==> src/rtl/irrigation_scheduler.sv <==
// irrigation_scheduler: decides when the irrigation pump runs from soil-moisture
// samples. Hysteresis between DRY_TH and WET_TH, bounded watering time, a soak
// wait after every run and a lockout after MAX_TIMEOUTS consecutive timeouts.
// Optional macro SENSOR_WATCHDOG_EN adds a lost-sensor watchdog (SENSOR_TO_S).
module irrigation_scheduler #(
    parameter int CLK_HZ       = 50000000,
    parameter int MOIST_W      = 10,
    parameter int DRY_TH       = 400,
    parameter int WET_TH       = 600,
    parameter int WATER_MAX_S  = 6,
    parameter int SOAK_S       = 5,
    parameter int MAX_TIMEOUTS = 3
`ifdef SENSOR_WATCHDOG_EN
    ,
    parameter int SENSOR_TO_S  = 10
`endif
) (
    input  logic               clk,
    input  logic               rst_n,
    input  logic               sample_valid,
    input  logic [MOIST_W-1:0] moisture,
    input  logic               manual_req,
    input  logic               fault_clr,
    output logic               pump_en,
    output logic [1:0]         state,
    output logic               fault,
    output logic [7:0]         run_count
);

    localparam int PW = (CLK_HZ > 1) ? $clog2(CLK_HZ) : 1;

    typedef enum logic [1:0] {
        ST_IDLE  = 2'b00,
        ST_WATER = 2'b01,
        ST_SOAK  = 2'b10,
        ST_LOCK  = 2'b11
    } state_t;

    state_t        state_r;
    state_t        state_next_s;
    logic          pump_en_r;
    logic          fault_r;
    logic [7:0]    run_count_r;
    logic [7:0]    to_cnt_r;
    logic [7:0]    to_next_s;
    logic [7:0]    to_inc_s;
    logic          run_inc_s;
    logic [PW-1:0] presc_r;
    logic [7:0]    sec_r;
    logic          sec_tick_s;
    logic          entry_s;
    logic          idle_entry_s;
    logic          dry_s;
    logic          wet_s;
    logic          water_done_s;
    logic          soak_done_s;
    logic          wd_expire_s;

    assign sec_tick_s   = (presc_r == PW'(CLK_HZ - 1));
    assign water_done_s = sec_tick_s && (sec_r == 8'(WATER_MAX_S - 1));
    assign soak_done_s  = sec_tick_s && (sec_r == 8'(SOAK_S - 1));
    assign dry_s        = sample_valid && (moisture < MOIST_W'(DRY_TH));
    assign wet_s        = sample_valid && (moisture >= MOIST_W'(WET_TH));
    assign to_inc_s     = to_cnt_r + 8'd1;
    assign entry_s      = (state_next_s != state_r);
    assign idle_entry_s = entry_s && (state_next_s == ST_IDLE);

`ifdef SENSOR_WATCHDOG_EN
    logic [PW-1:0] wd_presc_r;
    logic [7:0]    wd_sec_r;
    logic          wd_tick_s;
    logic          wd_active_s;

    assign wd_tick_s   = (wd_presc_r == PW'(CLK_HZ - 1));
    assign wd_active_s = (state_r == ST_IDLE) || (state_r == ST_WATER);
    // A fresh sample this cycle rescues the sensor even on the expiry cycle.
    assign wd_expire_s = wd_active_s && wd_tick_s && !sample_valid &&
                         (wd_sec_r == 8'(SENSOR_TO_S - 1));

    // Watchdog: whole seconds since the last sample, running only in IDLE/WATER.
    always_ff @(posedge clk or negedge rst_n) begin
        if (!rst_n) begin
            wd_presc_r <= '0;
            wd_sec_r   <= 8'd0;
        end else if (sample_valid || idle_entry_s) begin
            wd_presc_r <= '0;
            wd_sec_r   <= 8'd0;
        end else if (wd_active_s) begin
            if (wd_tick_s) begin
                wd_presc_r <= '0;
                wd_sec_r   <= wd_sec_r + 8'd1;
            end else begin
                wd_presc_r <= wd_presc_r + PW'(1);
            end
        end else begin
            wd_presc_r <= wd_presc_r;
            wd_sec_r   <= wd_sec_r;
        end
    end
`else
    assign wd_expire_s = 1'b0;
`endif

    // Next-state, timeout-counter and run-completion decisions.
    always_comb begin
        state_next_s = state_r;
        to_next_s    = to_cnt_r;
        run_inc_s    = 1'b0;
        case (state_r)
            ST_IDLE: begin
                if (wd_expire_s) begin
                    state_next_s = ST_LOCK;
                end else if (dry_s || manual_req) begin
                    state_next_s = ST_WATER;
                end else begin
                    state_next_s = ST_IDLE;
                end
            end
            ST_WATER: begin
                if (wd_expire_s) begin
                    state_next_s = ST_LOCK;
                end else if (wet_s) begin
                    state_next_s = ST_SOAK;
                    to_next_s    = 8'd0;
                    run_inc_s    = 1'b1;
                end else if (water_done_s) begin
                    to_next_s    = to_inc_s;
                    run_inc_s    = 1'b1;
                    if (to_inc_s == 8'(MAX_TIMEOUTS)) begin
                        state_next_s = ST_LOCK;
                    end else begin
                        state_next_s = ST_SOAK;
                    end
                end else begin
                    state_next_s = ST_WATER;
                end
            end
            ST_SOAK: begin
                if (soak_done_s) begin
                    state_next_s = ST_IDLE;
                end else begin
                    state_next_s = ST_SOAK;
                end
            end
            ST_LOCK: begin
                if (fault_clr) begin
                    state_next_s = ST_IDLE;
                    to_next_s    = 8'd0;
                end else begin
                    state_next_s = ST_LOCK;
                end
            end
            default: begin
                state_next_s = ST_IDLE;
                to_next_s    = 8'd0;
            end
        endcase
    end

    // State, registered outputs, timeout counter and saturating run counter.
    always_ff @(posedge clk or negedge rst_n) begin
        if (!rst_n) begin
            state_r     <= ST_IDLE;
            pump_en_r   <= 1'b0;
            fault_r     <= 1'b0;
            to_cnt_r    <= 8'd0;
            run_count_r <= 8'd0;
        end else begin
            state_r   <= state_next_s;
            pump_en_r <= (state_next_s == ST_WATER);
            fault_r   <= (state_next_s == ST_LOCK);
            to_cnt_r  <= to_next_s;
            if (run_inc_s && (run_count_r != 8'hFF)) begin
                run_count_r <= run_count_r + 8'd1;
            end else begin
                run_count_r <= run_count_r;
            end
        end
    end

    // Prescaler and second counter restart on every state entry.
    always_ff @(posedge clk or negedge rst_n) begin
        if (!rst_n) begin
            presc_r <= '0;
            sec_r   <= 8'd0;
        end else if (entry_s) begin
            presc_r <= '0;
            sec_r   <= 8'd0;
        end else if (sec_tick_s) begin
            presc_r <= '0;
            sec_r   <= sec_r + 8'd1;
        end else begin
            presc_r <= presc_r + PW'(1);
        end
    end

    assign pump_en   = pump_en_r;
    assign state     = state_r;
    assign fault     = fault_r;
    assign run_count = run_count_r;

endmodule

==> config.mk <==
export PLATFORM = sky130hd
export DESIGN_NAME = irrigation_scheduler
export DESIGN_NICKNAME = d
export VERILOG_FILES = /design/src/rtl/irrigation_scheduler.sv
export SDC_FILE = /design/constraint.sdc
export NUM_CORES = 1
export LEC_CHECK = 0
export CAP_MARGIN = 40
export CORE_UTILIZATION = 45
export CTS_BUF_LIST = sky130_fd_sc_hd__clkbuf_16
export DETAILED_ROUTE_END_ITERATION = 10
export PLACE_DENSITY = 0.65
export RECOVER_POWER = 50
export SYNTH_ARGS = -nofsm -noshare
export SYNTH_HDL_FRONTEND = slang
export SYNTH_SLANG_ARGS = --single-unit
==> constraint.sdc <==
create_clock -name clk -period 4.5 [get_ports clk]
set_input_delay 0.9 -clock clk [delete_from_list [all_inputs] [get_ports clk]]
set_output_delay 0.9 -clock clk [all_outputs]
set_load 0.1 [all_outputs]
# Word-level counts from Yosys, hierarchy flattened

Index checks and enable logic that the tools add are counted.

Input bits: 15
Word-level logic and storage cells: 54
Bits in registers: 54
Output and inout port bits: 12

Equality and inequality tests: 13
Reduce and logical (&&, ||, !) cells: 10
Muxes and demuxes: 18
Add/subtract/negate cells: 4
Magnitude comparators: 2

Operators by type and width:

| cell                                                                           | number |
|---|---|
| 26-bit 2-to-1 mux                                                              | 2 |
| 8-bit 2-to-1 mux                                                               | 5 |
| 26-bit by 1-bit adder with 26-bit output (second input constant)               | 1 |
| 26-bit == test (second input constant)                                         | 1 |
| 8-bit by 1-bit adder with 8-bit output (second input constant)                 | 3 |
| 8-bit by 3-bit == test with 1-bit output (second input constant)               | 2 |
| 8-bit one-hot mux with 2 select lines                                          | 1 |
| 10-bit >= comparator (second input constant)                                   | 1 |
| 10-bit by 9-bit less-than comparator with 1-bit output (second input constant) | 1 |
| 8-bit by 2-bit == test with 1-bit output (second input constant)               | 1 |
| 2-bit 2-to-1 mux                                                               | 4 |
| 8-bit != test (second input constant)                                          | 1 |
| 2-bit one-hot mux with 4 select lines                                          | 1 |
| 2-bit == test (second input constant)                                          | 3 |
| 1-bit logical AND                                                              | 5 |
| 1-bit 2-to-1 mux                                                               | 5 |
| 2-bit by 1-bit == test with 1-bit output (second input constant)               | 2 |
| 2-bit nonzero test                                                             | 2 |
| 3-bit != test (second input constant)                                          | 1 |
| 3-bit AND reduction                                                            | 1 |
| 2-bit zero test                                                                | 1 |
| 2-bit != test                                                                  | 1 |
| 2-bit != test (second input constant)                                          | 1 |
| 1-bit logical OR                                                               | 1 |

# Longest topological paths before layout

Depth in word-level cells: 8
Depth in mapped cells: 9
Gate-level depth less buffers: 7

# Worst setup path after synthesis

No wires, ideal clock.

Path type: in2reg
From: input moisture[3]
To: register presc_r[14]
Cell stages on the path: 7
Setup time: 0.071 ns
Arrival: 2.266 ns
Path buffers: 1
Data required time: 4.429 ns
Setup slack: 2.162 ns
Path through: a21o_1 > a211oi_1 > or2_2 > a211oi_1 > a311o_2 > buf_2 > nor2_1

Word-level cells in the longest chain between the ends: 7
Elaborated cells on any way between the ends: 10
Classes of those cells: order compare: 2; eq/ne: 1; mux: 4; reduce/logical: 3

Ends and longest elaborated chain:

| element                                                | line | source |
|---|---|---|
| start: declaration                                     | 21   | `input logic [MOIST_W-1:0] moisture,` |
| 10-bit by 9-bit less-than comparator with 1-bit output | 62   | `assign dry_s = sample_valid && (moisture < MOIST_W'(DRY_TH));` |
| 1-bit logical AND                                      | 62   |  |
| 1-bit logical OR                                       | 113  | `end else if (dry_s \|\| manual_req) begin` |
| 1-bit 2-to-1 mux                                       | 113  |  |
| 2-bit one-hot mux with 4 select lines *                | 109  | `case (state_r)` |
| 2-bit != test *                                        | 65   | `assign entry_s = (state_next_s != state_r);` |
| 26-bit 2-to-1 mux *                                    | 186  | `end else if (entry_s) begin` |
| end signal: assignment                                 | 193  | `presc_r <= presc_r + PW'(1);` |
| end: declaration                                       | 48   | `logic [PW-1:0] presc_r;` |

Every way passes the cells marked *; elsewhere a longest branch is shown, timed or not.
A chain may end at the register's enable or synchronous reset.

# Final worst setup path

From: register run_count_r[2], in the netlist run_count[2]
To: output run_count[2]

RTL lines:

| element                  | line | source |
|---|---|---|
| start: declaration       | 43   | `logic [7:0] run_count_r;` |
| start signal: assignment | 174  | `run_count_r <= run_count_r + 8'd1;` |
| start signal: assignment | 176  | `run_count_r <= run_count_r;` |
| end: declaration         | 27   | `output logic [7:0] run_count` |

No word-level cell between the ends.

==> run_results.csv <==
group,metric,value,unit
cts,clk_latency,0.29,ns
yosys,async_reset_ff_share,100,%
power_and_ir_drop,p_leak,0.00154,µW
cts,cts_htree_levels,2,
routing,drt_iter0_drc,79,
yosys,synth_edf_count,0,
global_routing,top_usage_layer,"met2",
timing,rsz0062_at_grt,"no",
global_routing,grt_pass1_wl,9.46,mm
yosys,syn_avg_cell_area,9.46,µm²
global_routing,grt.met3_usage,3.44,%
setup_path,critPathMaxStageDelay,0.85,ns
timing,final.setup.tns,0,ns
run_status,status,"complete, no violations",
job,cap_violations,0,
timing,slew_violations,0,
setup_path,crit_family,"buffers and inverters",
setup_path,r2r_end,"presc_r[16]",
final_layout,layout_common_cells,"dfrtp_1 (54), nor2_1 (50), nand2_1 (38)",
yosys,synth_seq_cells,54,
setup_path,start_kind,"flip-flop",
global_routing,grt_pass1_vias,2055,
final_layout,final_nets,364,
cts,ctsHoldBuffers,0,
die,start_util,47.6,%
routing,vias,2172,
worst_hold_path,hold_class,"flip-flop to flip-flop",
final_layout,drive_gt1_share,7.60,%
timing,hold_viol_final,0,
timing,fin_crit,2.94,ns
cts,cts_buffers,5,
routing,drtPass1Iterations,4,
global_routing,grt_max_degree,29,
placed_design,gp_congestion,0.735,
setup_path,path_class,"flip-flop to primary output",
die,ios,27,
routing,wirelength,5.48,mm
cts,cts_buffer_depth,2,
yosys,syn_nets,327,
setup_path,path_cells,"clkdlybuf4s50_1 -> clkbuf_1",
setup_path,end_kind,"primary output",
global_routing,grt_use_met2,30.7,%
setup_path,path_buf_inv,2,
final_layout,fin_cells,417,
timing,max_freq,340,MHz
timing,clock_skew,0.00572,ns
setup_path,worstReg2RegStart,"presc_r[9]",
setup_path,cp.required,3.60,ns
yosys,synth-warning-count,0,
global_routing,antenna_found_initial,0,
yosys,synthCells,305,
global_routing,grt_remaining_overflow,0,
final_layout,antennaDiodeCount,0,
yosys,ys.flop_type,"dfrtp_1",
global_routing,gr-usage-all-layers,18.4,%
final_layout,layout_commonest_cell,"dfrtp_1",
global_routing,met1_usage,24.3,%
routing,postRouteAntennaNets,0,
die,die_h,82.1,µm
routing,routed_via_density,5.21,
die,core.rowCount,28,
routing,wire_per_inst,13.1,µm
routing,drc,0,
worst_hold_path,hold_path_depth,1,
cts,cts_tree,"done",
setup_path,r2r_slack,1.79,ns
placed_design,io_buffer_count,23,
placed_design,numPlacedInstances,410,
power_and_ir_drop,peakVddDrop,0.000425,V
cts,clk_pin_slew_worst_paths,0.06,ns
yosys,ys_seq_area_share,46.9,%
timing,slew_headroom,2.42,%
setup_path,slowest_stage,"clkbuf_1",
die,die_w,82.1,µm
final_layout,n_fill_cell,555,
cts,cts_setup_buffers,0,
yosys,synth.distinct_cells,48,
die,core_area,6060,µm²
setup_path,reg2regPathDepth,6,
worst_hold_path,min_to,"presc_r[0]",
cts,clock-sinks,54,
yosys,synthesis.area,2880,µm²
die,dieArea,6730,µm²
cts,post_cts_resized,0,
power_and_ir_drop,power_density,471,nW/µm²
timing,fin_crit_sh,65.4,%
worst_hold_path,min-delay-start,"presc_r[0]",
cts,cts_root_buf,"clkbuf_16",
timing,worstMarginPinSlew,1.46,ns
setup_path,worstPathArrival,2.04,ns
final_layout,area_growth,19.3,%
timing,setup_viol,0,
setup_path,cp_max_fo,4,
placed_design,hpwl,4.03,mm
-- cells in the mapped netlist (2+ instances only) --
library cell	n	area share (%)
ha_1	7	3.0
inv_1	8	1.0
dfrtp_1	54	47
nand3_1	19	3.3
nor2_1	50	6.5
a211oi_1	2	0.52
and2_1	5	1.1
or4_4	2	0.78
xor2_1	19	5.8
nor3_1	8	1.4
o21ai_0	11	1.9
a21oi_1	2	0.35
buf_2	3	0.52
a31oi_1	2	0.43
nand2_1	38	4.9
nor3b_1	2	0.52
xnor2_1	20	6.1
and3_1	9	2.0
nor3_4	2	1.1
nand4_1	8	1.7
nor2b_1	6	1.3
a21o_1	2	0.52
-- per-stage QoR --
stage / total power (µW) / setup WS, ns / utilization [%] / cell area (µm²) / hold slack [ns]
floorplan: 1060 / 2.16 / - / 2880 / 0.433
CTS: 1700 / 1.75 / 57.9 / 3510 / 0.463
detailed placement: 1270 / 1.45 / 55.3 / 3350 / 0.454
finish: 1620 / 1.56 / 56.8 / 3440 / 0.459
global placement: 1160 / 1.52 / 52.1 / 3160 / 0.452
global route: 1710 / 0.979 / 56.8 / 3440 / 0.485
-- flip-flops by register name, indices dropped and copies added, names as in the netlist --
name,cells
fault,1
run_count,8
state,2
pump_en,1
sec_r,8
to_cnt_r,8
presc_r,26
-- kinds of logic after synthesis --
group,count (synthesis),share of synthesized area (%)
AOI/OAI and AO/OA,28,6.51
adders and majority gates,7,3.04
DFF,54,46.9
buffers and inverters,14,2.78
muxes,1,0.390
xor gates and xnor gates,39,11.8
and+or+nand+nor,162,28.6
-- worst max path at each step --
stage                       from           end  slack, ns  cells after the start
finish              run_count[2]  run_count[2]       1.56                      2
global route               rst_n    presc_r[3]       0.98                      2
CTS                  moisture[5]   presc_r[16]       1.75                      7
detailed placement   moisture[5]   presc_r[16]       1.45                      7
global placement     moisture[4]      sec_r[1]       1.52                      7
floorplan            moisture[3]   presc_r[14]       2.16                      7
-- per-layer routing --
| layer | up-vias | wire length [µm] | share of wire (%) |
|---|---|---|---|
| li1 | 1110 | - | - |
| met1 | 1044 | 2680 | 49 |
| met2 | 14 | 2650 | 48 |
| met3 | 4 | 106 | 1.9 |
| met4 | 0 | 46 | 0.84 |
| met5 | - | 0 | 0 |
-- area by class of cell --
class,count,area [µm²],area share (%)
Sequential cell,54,1350,39.3
Multi-Input combinational cell,237,1450,42.2
Timing Repair Buffer,36,353,10.3
Clock buffer,5,125,3.64
Clock inverter,2,33.8,0.982
Inverter,8,30.0,0.873
Tap cell,75,93.8,2.73
-- where the power goes --
part	switching (µW)	total, µW	leakage (µW)	internal [µW]
clock network	166	423	0.0000773	258
registers	53.6	586	0.000740	533
logic	432	610	0.000721	178
(Power assumes the default switching activity.)
